File: config.mk
export PLATFORM = sky130hd
export DESIGN_NAME = wb_master_engine
export DESIGN_NICKNAME = d
export VERILOG_FILES = /design/src/rtl/wb_master_engine.sv
export SDC_FILE = /design/constraint.sdc
export NUM_CORES = 1
export LEC_CHECK = 0
export CAP_MARGIN = 20
export CORE_MARGIN = 2
export CORE_UTILIZATION = 50
export DETAILED_ROUTE_END_ITERATION = 8
export PLACE_DENSITY = 0.89
export SYNTH_ARGS = -nofsm -noshare
export SYNTH_HDL_FRONTEND = slang
export SYNTH_SLANG_ARGS = --single-unit
File: constraint.sdc
create_clock -name clk -period 6.5 [get_ports clk]
set_input_delay 1.3 -clock clk [delete_from_list [all_inputs] [get_ports clk]]
set_output_delay 1.3 -clock clk [all_outputs]
set_load 0.03 [all_outputs]
File: src/rtl/wb_master_engine.sv
// wb_master_engine: Wishbone classic single-transfer master with RTY retries and STB timeout.
module wb_master_engine #(
  parameter int ADDR_W    = 32,
  parameter int DATA_W    = 32,
  parameter int SEL_W     = 4,
  parameter int TAG_W     = 16,
  parameter int MAX_RETRY = 3,
  parameter int TIMEOUT   = 255
) (
  input  logic              clk,
  input  logic              rst,
  input  logic              cmd_valid,
  output logic              cmd_ready,
  input  logic              cmd_we,
  input  logic [ADDR_W-1:0] cmd_adr,
  input  logic [DATA_W-1:0] cmd_dat,
  input  logic [SEL_W-1:0]  cmd_sel,
  input  logic [TAG_W-1:0]  cmd_tga,
  input  logic [TAG_W-1:0]  cmd_tgc,
  input  logic [TAG_W-1:0]  cmd_tgd,
  input  logic              cmd_lock,
  output logic              rsp_valid,
  output logic [1:0]        rsp_status,
  output logic [DATA_W-1:0] rsp_dat,
  output logic [TAG_W-1:0]  rsp_tgd,
  output logic              CYC_O,
  output logic              STB_O,
  output logic              WE_O,
  output logic              LOCK_O,
  output logic [ADDR_W-1:0] ADR_O,
  output logic [DATA_W-1:0] DAT_O,
  output logic [SEL_W-1:0]  SEL_O,
  output logic [TAG_W-1:0]  TGA_O,
  output logic [TAG_W-1:0]  TGC_O,
  output logic [TAG_W-1:0]  TGD_O,
  input  logic [DATA_W-1:0] DAT_I,
  input  logic [TAG_W-1:0]  TGD_I,
  input  logic              ACK_I,
  input  logic              ERR_I,
  input  logic              RTY_I
);
  typedef enum logic [1:0] {IDLE, BUS, BACKOFF, RESP} state_t;
  state_t      state, state_nxt;
  logic [31:0] retry_cnt, wait_cnt;
  logic [1:0]  status_nxt;
  logic        accept, latch_rd, fin;
  assign cmd_ready = (state == IDLE) && rst;
  assign accept    = cmd_valid && cmd_ready;
  assign fin       = (state == BUS) && (state_nxt == RESP);
  always_comb begin
    state_nxt  = state;
    status_nxt = 2'b00;
    latch_rd   = 1'b0;
    case (state)
      IDLE:    state_nxt = accept ? BUS : IDLE;
      BUS:
        if (CYC_O && ERR_I) begin
          state_nxt  = RESP;
          status_nxt = 2'b01;
        end else if (CYC_O && RTY_I) begin
          state_nxt  = (retry_cnt < 32'(MAX_RETRY)) ? BACKOFF : RESP;
          status_nxt = 2'b10;
        end else if (CYC_O && ACK_I) begin
          state_nxt = RESP;
          latch_rd  = !WE_O;
        end else if (TIMEOUT != 0 && wait_cnt == 32'(TIMEOUT - 1)) begin
          state_nxt  = RESP;
          status_nxt = 2'b11;
        end
      BACKOFF: state_nxt = BUS;
      default: state_nxt = IDLE;
    endcase
  end
  always_ff @(posedge clk or negedge rst)
    if (!rst) state <= IDLE;
    else      state <= state_nxt;
  always_ff @(posedge clk or negedge rst) begin
    if (!rst) begin
      CYC_O      <= 1'b0;
      STB_O      <= 1'b0;
      WE_O       <= 1'b0;
      LOCK_O     <= 1'b0;
      ADR_O      <= '0;
      DAT_O      <= '0;
      SEL_O      <= '0;
      TGA_O      <= '0;
      TGC_O      <= '0;
      TGD_O      <= '0;
      rsp_valid  <= 1'b0;
      rsp_status <= 2'b00;
      rsp_dat    <= '0;
      rsp_tgd    <= '0;
      retry_cnt  <= '0;
      wait_cnt   <= '0;
    end else begin
      if (accept) begin
        WE_O  <= cmd_we;
        ADR_O <= cmd_adr;
        DAT_O <= cmd_dat;
        SEL_O <= cmd_sel;
        TGA_O <= cmd_tga;
        TGC_O <= cmd_tgc;
        TGD_O <= cmd_tgd;
      end
      CYC_O     <= (state_nxt == BUS) || (state_nxt == BACKOFF);
      STB_O     <= state_nxt == BUS;
      LOCK_O    <= accept ? cmd_lock : (state_nxt == RESP ? 1'b0 : LOCK_O);
      rsp_valid <= state_nxt == RESP;
      retry_cnt <= accept ? '0 : ((state == BUS && state_nxt == BACKOFF) ? retry_cnt + 1 : retry_cnt);
      // wait_cnt counts STB-high edges of the current attempt only
      wait_cnt  <= (accept || state == BACKOFF) ? '0 :
                   ((state == BUS && state_nxt == BUS) ? wait_cnt + 1 : wait_cnt);
      if (fin) begin
        rsp_status <= status_nxt;
        rsp_dat    <= latch_rd ? DAT_I : '0;
        rsp_tgd    <= latch_rd ? TGD_I : '0;
      end
    end
  end
endmodule
==> summary.txt, run 1 <==
Logic synthesis
  – Synthesized cell area: 10,300 um2
  – Synthesized area per cell: 9.58 um2
  – Cells after Synth: 1,072
  – Main synth FF type: dfrtp_1
  – Synth top area cells: dfrtp_1 (58%), nand2_1 (15%), a22o_1 (4.1%), nor4_1 (1.9%), clkbuf_1 (1.8%)
  – Yosys top cell by area: dfrtp_1
  – Synth cell types: 60
  – Sequential fraction of the synthesis area: 57.8%
  – Synthesized net count: 1,250
  – Post-synth EDFFs: 0
  – Yosys warns: 0
  – Post-synth top area share: 57.8%
  – Async S/R FF share, synth: 100%
  – Yosys reg bits: 237

Finish
  – Layout cell share with drive strength beyond 1: 4.55%
  – Filler Cell Count: 1,355
  – Commonest non-fill, non-tap cell in the layout: nand2_1
  – Area Growth Syn to Fin: 43.4%
  – Ant. Diodes: 0
  – Most frequent cells in the layout: nand2_1 (398), clkdlybuf4s50_1 (342), dfrtp_1 (237), a22o_1 (48), nor4_1 (32)
  – Post-route cell area: 14,700 um2
  – Final net count: 1,568

Clock tree
  – CTS buffer count: 25
  – Post-cts sizing count: 0
  – CTS Hold Bufs: 0
  – Post-CTS setup buffer count: 0
  – TritonCTS clock tree: done
  – Skew-Pair Late Insertion Delay: 0.53 ns
  – Clock root cell: clkbuf_16
  – Clk buf depth: 3
  – Reg clk slew, reported paths: 0.06 ns
  – Htree depth: 1
  – Clock sink count: 237

STA
  – Final setup viols: 0
  – Final worst path period need: 4.05 ns
  – TNS Setup: 0 ns
  – RSZ-0062 raised after global routing: no
  – Slew HR: 34.8%
  – Final worst path period share: 62.3%
  – Clock Skew: 0.0110 ns
  – Max-slew violations: 0
  – Worst-Margin Slew: 0.978 ns
  – Fmax achieved: 0.247 GHz
  – Final Hold Fails: 0
  – Setup WS post-layout: 2.45 ns

Worst setup path
  – CP required: 6.95 ns
  – Setup crit start: cmd_valid
  – Arr. time, crit path: 4.50 ns
  – FF-to-FF path depth: 9
  – RR Startpoint: wait_cnt[2]
  – Crit path capture: wait_cnt[21]
  – Worst reg2reg path endpoint: retry_cnt[19]
  – Worst setup EP type: flip-flop
  – Setup Crit Path Kind: input pin to flip-flop
  – Reg2reg setup slack: 2.74 ns
  – Max FO, Critical Path: 18
  – Startpoint types: input pin

Floorplan
  – Die H: 147 um
  – Die ar.: 21,700 um2
  – Placeable Area: 20,200 um2
  – Die Width: 147 um
  – Rows: 52
  – Initial Util: 50.9%
  – Io pins: 344

GRT
  – GRT Total Usage: 28.6%
  – Grt ovf: 0
  – Largest net degree at the start of global routing: 99
  – Initial antenna violation count: 1
  – First-pass GRT wire length: 49,900 um
  – Vias in the first global route: 9,283

Placement
  – RePlAce Congestion: 0.902
  – PortBufs: 343
  – Dpl ws: 1.96 ns
  – Post-DP Area: 13,900 um2
  – DP Wirelength: 21,900 um

Drt
  – DRT iter0 DRCs: 664
  – Final WL: 31,300 um
  – Vias/cell: 5.60
  – DRC errors left: 0
  – Antenna violation net count after detailed routing: 0
  – TritonRoute pass-1 iters: 5
  – Wire length per cell: 18.7 um
  – Via count: 9,390

Status
  – Status: finished clean

Run
  – MaxCap Viol Count: 0

Pwr
  – Static leakage: 0.00675 uW
  – Peak VDD IR: 0.333 mV
  – Power density over the cells: 449 nW/um2

Worst hold path
  – Hold Crit Start: TGA_O[4]
  – Worst min path class: flip-flop to flip-flop
-- metrics by stage --
stage	hold WS (ns)	total power, uW	instances	utilization, %
CTS	0.476	6640	1676	73.0
global placement	0.456	5090	1633	69.0
detailed placement	0.461	5180	1633	69.0
finish	0.471	6610	1676	73.0
floorplan	0.472	3800	1072	-
global route	0.501	6920	1676	73.0
-- cells by family after synthesis --
| family | count (synthesis) | share of synthesized area (%) |
|---|---|---|
| XOR/XNOR | 19 | 1.62 |
| AO/OA/AOI/OAI | 125 | 9.04 |
| AND/OR/NAND/NOR | 605 | 27.0 |
| buffers and inverters | 68 | 2.63 |
| adder cells (fa/ha/maj) | 6 | 0.731 |
| flip-flops | 237 | 57.8 |
| multiplexers | 12 | 1.17 |
-- where the power goes --
part	total (uW)	internal [uW]	switching (uW)
clock	1420	847	578
sequential	2270	1950	316
combinational	2910	1150	1770
-- synthesized netlist by cell type (11+ instances only) --
cell type / count
a22o_1: 48
nand2b_1: 15
nand2_1: 398
nand4_1: 19
nand3_1: 31
buf_2: 11
mux2i_1: 12
clkbuf_1: 48
a21oi_1: 24
nor4_1: 32
o21ai_0: 16
or4_1: 17
nor2_1: 31
or3_1: 12
o31ai_1: 12
dfrtp_1: 237
-- state kept, by name (all words and copies together) (netlist names), 2 cells and up --
signal	flops
rsp_dat	32
DAT_O	32
state	2
TGD_O	16
rsp_tgd	16
ADR_O	32
retry_cnt	32
rsp_status	2
TGC_O	16
SEL_O	4
wait_cnt	32
TGA_O	16
-- critical path, cell delays in order --
cell and delay (ns):
clkdlybuf4s50_1 0.55, a21oi_1 0.14, or2_2 0.46, o21ai_0 0.20, ha_1 0.39, nand3b_4 0.26, or3_1 0.53, or4_1 0.51
a21oi_1 0.15
-- metal layers --
layer / GRT usage (%) / wire length (um) / vias to the layer above / part of all wire, %
met2: 49.0 / 15600 / 505 / 50
li1: - / - / 4315 / -
met1: 35.7 / 11800 / 4488 / 38
met3: 6.52 / 2720 / 80 / 8.7
met4: 10.6 / 1090 / 2 / 3.5
met5: 0 / 13 / - / 0.042
-- how the worst min path moves through the flow --
stage               slack, ns           end  cells after the start
floorplan                0.47  wait_cnt[30]                      1
global placement         0.46      TGD_O[4]                      2
detailed placement       0.46      TGA_O[4]                      2
CTS                      0.48      TGD_O[2]                      2
global route             0.50      TGD_O[9]                      2
finish                   0.47      TGA_O[4]                      2
-- area by class of cell --
type                            count  area (um2)  area share [%]
Multi-Input combinational cell    767        4100            27.9
Inverter                            6        22.5           0.153
Clock buffer                       37         721            4.89
Timing Repair Buffer              353        3510            23.9
Clock inverter                      6        97.6           0.663
Tap cell                          270         338            2.29
Sequential cell                   237        5930            40.3
No activity file was read; power rests on OpenSTA's default activity.
==> run 2, diff against run 1 <==
--- a/config.mk
+++ b/config.mk
@@ -7,9 +7,9 @@
 export LEC_CHECK = 0
 export CAP_MARGIN = 20
 export CORE_MARGIN = 2
-export CORE_UTILIZATION = 50
+export CORE_UTILIZATION = 42
 export DETAILED_ROUTE_END_ITERATION = 8
-export PLACE_DENSITY = 0.89
+export PLACE_DENSITY = 0.79
 export SYNTH_ARGS = -nofsm -noshare
 export SYNTH_HDL_FRONTEND = slang
 export SYNTH_SLANG_ARGS = --single-unit
==> constraint.sdc (replaced) <==
create_clock -name clk -period 3.6 [get_ports clk]
set_input_delay 0.72 -clock clk [delete_from_list [all_inputs] [get_ports clk]]
set_output_delay 0.72 -clock clk [all_outputs]
set_load 0.03 [all_outputs]
==> run 2 against run 1 <==
Against the previous run:
- global-route usage decreased by 5.6 points
- first-iteration DRC count is 13% lower
- flip-flop and latch count did not move
- sequential power rose by 79%
- critical path depth grew 3
- power up 79%
- design area up 1.7%
- critical path type is now flip-flop to flip-flop
- largest power group unchanged
==> summary.txt, run 2 (synthesis gave the netlist of run 1 again) <==
Run
  – MaxCap Viol Count: 0 (unchanged)

Finish
  – Ant. Diodes: 0 (unchanged)
  – Layout cell share with drive strength beyond 1: 5.90% (was 4.55%)
  – Cell Count, Final, Fillers Out: 1,747 (was 1,676)
  – Register area: 5930 um2 (unchanged)
  – Filler Cell Count: 1,926 (was 1,355)
  – Commonest non-fill, non-tap cell in the layout: nand2_1 (unchanged)
  – Most frequent cells in the layout: nand2_1 (398), clkdlybuf4s50_1 (341), dfrtp_1 (237), a22o_1 (48) (was nand2_1 (398), clkdlybuf4s50_1 (342), dfrtp_1 (237), a22o_1 (48), nor4_1 (32))
  – Area Growth Syn to Fin: 45.9% (was 43.4%)
  – Post-route cell area: 15,000 um2 (was 14,700 um2)
  – Area of the multi-input gates: 4120 um2 (was 4100 um2)
  – Final net count: 1,585 (was 1,568)

GRT
  – Grt ovf: 0 (unchanged)
  – First-pass GRT wire length: 48,300 um (was 49,900 um)
  – Vias in the first global route: 8,996 (was 9,283)
  – Initial antenna violation count: 0 (was 1)
  – GRT Total Usage: 23.1% (was 28.6%)
  – Largest net degree at the start of global routing: 140 (was 99)

Drt
  – Wl on met1: 12,400 um (was 11,800 um)
  – Antenna violation net count after detailed routing: 0 (unchanged)
  – TritonRoute pass-1 iters: 5 (unchanged)
  – DRC errors left: 0 (unchanged)
  – Met2 WL post-DR: 14,500 um (was 15,600 um)
  – WL met3: 2360 um (was 2720 um)
  – Vias/cell: 5.25 (was 5.60)
  – DR top layer: met4 (was met5)
  – Final WL: 30,200 um (was 31,300 um)
  – DRT iter0 DRCs: 580 (was 664)
  – Via count: 9,173 (was 9,390)
  – Wire length per cell: 17.3 um (was 18.7 um)

Floorplan
  – Placeable Area: 24,200 um2 (was 20,200 um2)
  – Io pins: 344 (unchanged)
  – Die H: 160 um (was 147 um)
  – Initial Util: 42.5% (was 50.9%)
  – Rows: 57 (was 52)
  – Die ar.: 25,700 um2 (was 21,700 um2)
  – Die Width: 160 um (was 147 um)

Clock tree
  – Reg clk slew, reported paths: 0.06 ns (about the same)
  – Htree depth: 1 (unchanged)
  – TritonCTS clock tree: done (unchanged)
  – Skew-Pair Late Insertion Delay: 0.53 ns (about the same)
  – CTS buffer count: 26 (was 25)
  – Clock sink count: 237 (unchanged)
  – Clock root cell: clkbuf_16 (unchanged)
  – Clk buf depth: 3 (unchanged)

Placement
  – Post-DP Area: 14,100 um2 (was 13,900 um2)
  – PortBufs: 343 (unchanged)
  – DP Wirelength: 20,800 um (was 21,900 um)
  – RePlAce Congestion: 0.855 (was 0.902)
  – Placed cells: 1,701 (was 1,633)
  – Dpl ws: 0.102 ns (was 1.96 ns)

Worst setup path
  – CP required: 4.05 ns (was 6.95 ns)
  – Worst path max stage delay: 0.44 ns (was 0.55 ns)
  – Slowest-stage cell, CP: dfrtp_1 (was clkdlybuf4s50_1)
  – Startpoint types: flip-flop (was input pin)
  – Arr. time, crit path: 3.79 ns (was 4.50 ns)
  – Worst Path Buf+Inv: 2 (was 1)
  – Setup Crit Path Kind: flip-flop to flip-flop (was input pin to flip-flop)
  – Worst setup EP type: flip-flop (unchanged)
  – CP delay by family, top: simple AND/OR/NAND/NOR gates (unchanged)
  – Max FO, Critical Path: 9 (was 18)
  – Critical Path, Cell by Cell: ha_1 -> nor4_1 -> nand4_1 -> nor4_1 -> o21a_1 -> ha_1 -> and3b_1 -> buf_4 -> nand4_1 -> buf_4 -> or4_1 -> a21oi_1 (was clkdlybuf4s50_1 -> a21oi_1 -> or2_2 -> o21ai_0 -> ha_1 -> nand3b_4 -> or3_1 -> or4_1 -> a21oi_1)

STA
  – Worst-Margin Slew: 0.992 ns (was 0.978 ns)
  – Setup WS post-layout: 0.259 ns (was 2.45 ns)
  – Fmax achieved: 0.299 GHz
  – Final setup viols: 0 (unchanged)
  – Clock Skew: 0.0103 ns (was 0.0110 ns)
  – Max-slew violations: 0 (unchanged)
  – Final worst path period need: 3.34 ns
  – Slew HR: 33.8% (was 34.8%)
  – Final Hold Fails: 0 (unchanged)
  – Final worst path period share: 92.8%

Pwr
  – Static leakage: 0.00684 uW (was 0.00675 uW)
  – Cell-internal power: 7120 uW (was 3950 uW)
  – Sw frac: 40.0% (was 40.3%)
  – Power density over the cells: 792 nW/um2 (was 449 nW/um2)
  – Flop pwr share: 34.2% (was 34.3%)
  – Combinational cell fraction of total power: 44.4% (was 44.1%)
  – Clock power frac: 21.4% (was 21.6%)
  – P_sw: 4740 uW (was 2660 uW)
  – Peak VDD IR: 0.577 mV (was 0.333 mV)

Status
  – Status: finished clean (unchanged)

Worst hold path
  – Worst min path class: flip-flop to flip-flop (unchanged)
==> run 2: cell types whose count changed in the layout (fill, tap and decap cells not counted), moves of 2 or more <==
| cell | previous run | this run |
|---|---|---|
| clkbuf_1 | 7 | 5 |
| buf_4 | 10 | 21 |
| buf_12 | 0 | 3 |
| clkbuf_8 | 5 | 0 |
| clkinv_2 | 2 | 7 |
| clkinvlp_4 | 1 | 3 |
==> run 2: power groups by stage <==
| stage | combinational, uW | sequential [uW] | clock (uW) |
|---|---|---|---|
| final | 5260 | 4060 | 2540 |
| after global routing | 5580 | 4160 | 2740 |
| after CTS | 5300 | 4060 | 2610 |
| after detailed placement | 5270 | 4090 | 0 |
| after global placement | 5210 | 4050 | 0 |
| after floorplan | 1170 | 5690 | 0 |
==> run 2: path summary, 6_finish.rpt <==
check,startpoint,end,slack (ns),cells past startpoint
max,retry_cnt[0],retry_cnt[17],0.26,12
min,SEL_O[0],SEL_O[0],0.47,2
max reg2reg,retry_cnt[0],retry_cnt[17],0.26,12
min reg2reg,SEL_O[0],SEL_O[0],0.47,2
max in group asynchronous,rst,TGA_O[8],1.40,5
min in group asynchronous,rst,DAT_O[18],0.59,2
==> run 2: metal layers <==
layer	vias to the layer above	GRT usage [%]
met2	364	38.2
met3	56	5.97
li1	4350	-
met5	-	0
met4	0	7.58
met1	4403	29.7
==> run 2: tightest hold or removal path, delay by kind of cell (launching register included) <==
family        cells  cell delay [ns]
flops             1             0.34
simple gates      2             0.10
==> run 2: per-stage QoR <==
stage | utilization, % | power [uW] | setup TNS, ns | hold WS, ns
final | 61.9 | 11900 | 0 | 0.470
after global placement | 58.4 | 9260 | 0 | 0.457
after floorplan | - | 6860 | 0 | 0.424
after global routing | 61.9 | 12500 | -0.0808 | 0.487
after CTS | 61.7 | 12000 | 0 | 0.475
after detailed placement | 58.4 | 9360 | 0 | 0.461
==> run 2: cell type report <==
type | instances | share of cell area, %
flip-flops and latches | 237 | 39.6
multi-input cells | 767 | 27.5
repair buffers | 369 | 24.7
clock buffers | 31 | 4.47
well taps | 324 | 2.71
clock inverters | 13 | 0.894
inverters | 6 | 0.150
==> run 2: what timing repair did <==
item                       in CTS  in global routing
setup endpoints to repair       0                  6
hold buffers                    1                  0
resized for setup               0                  3
buffers inserted                0                  0
hold endpoints to repair       10                  0
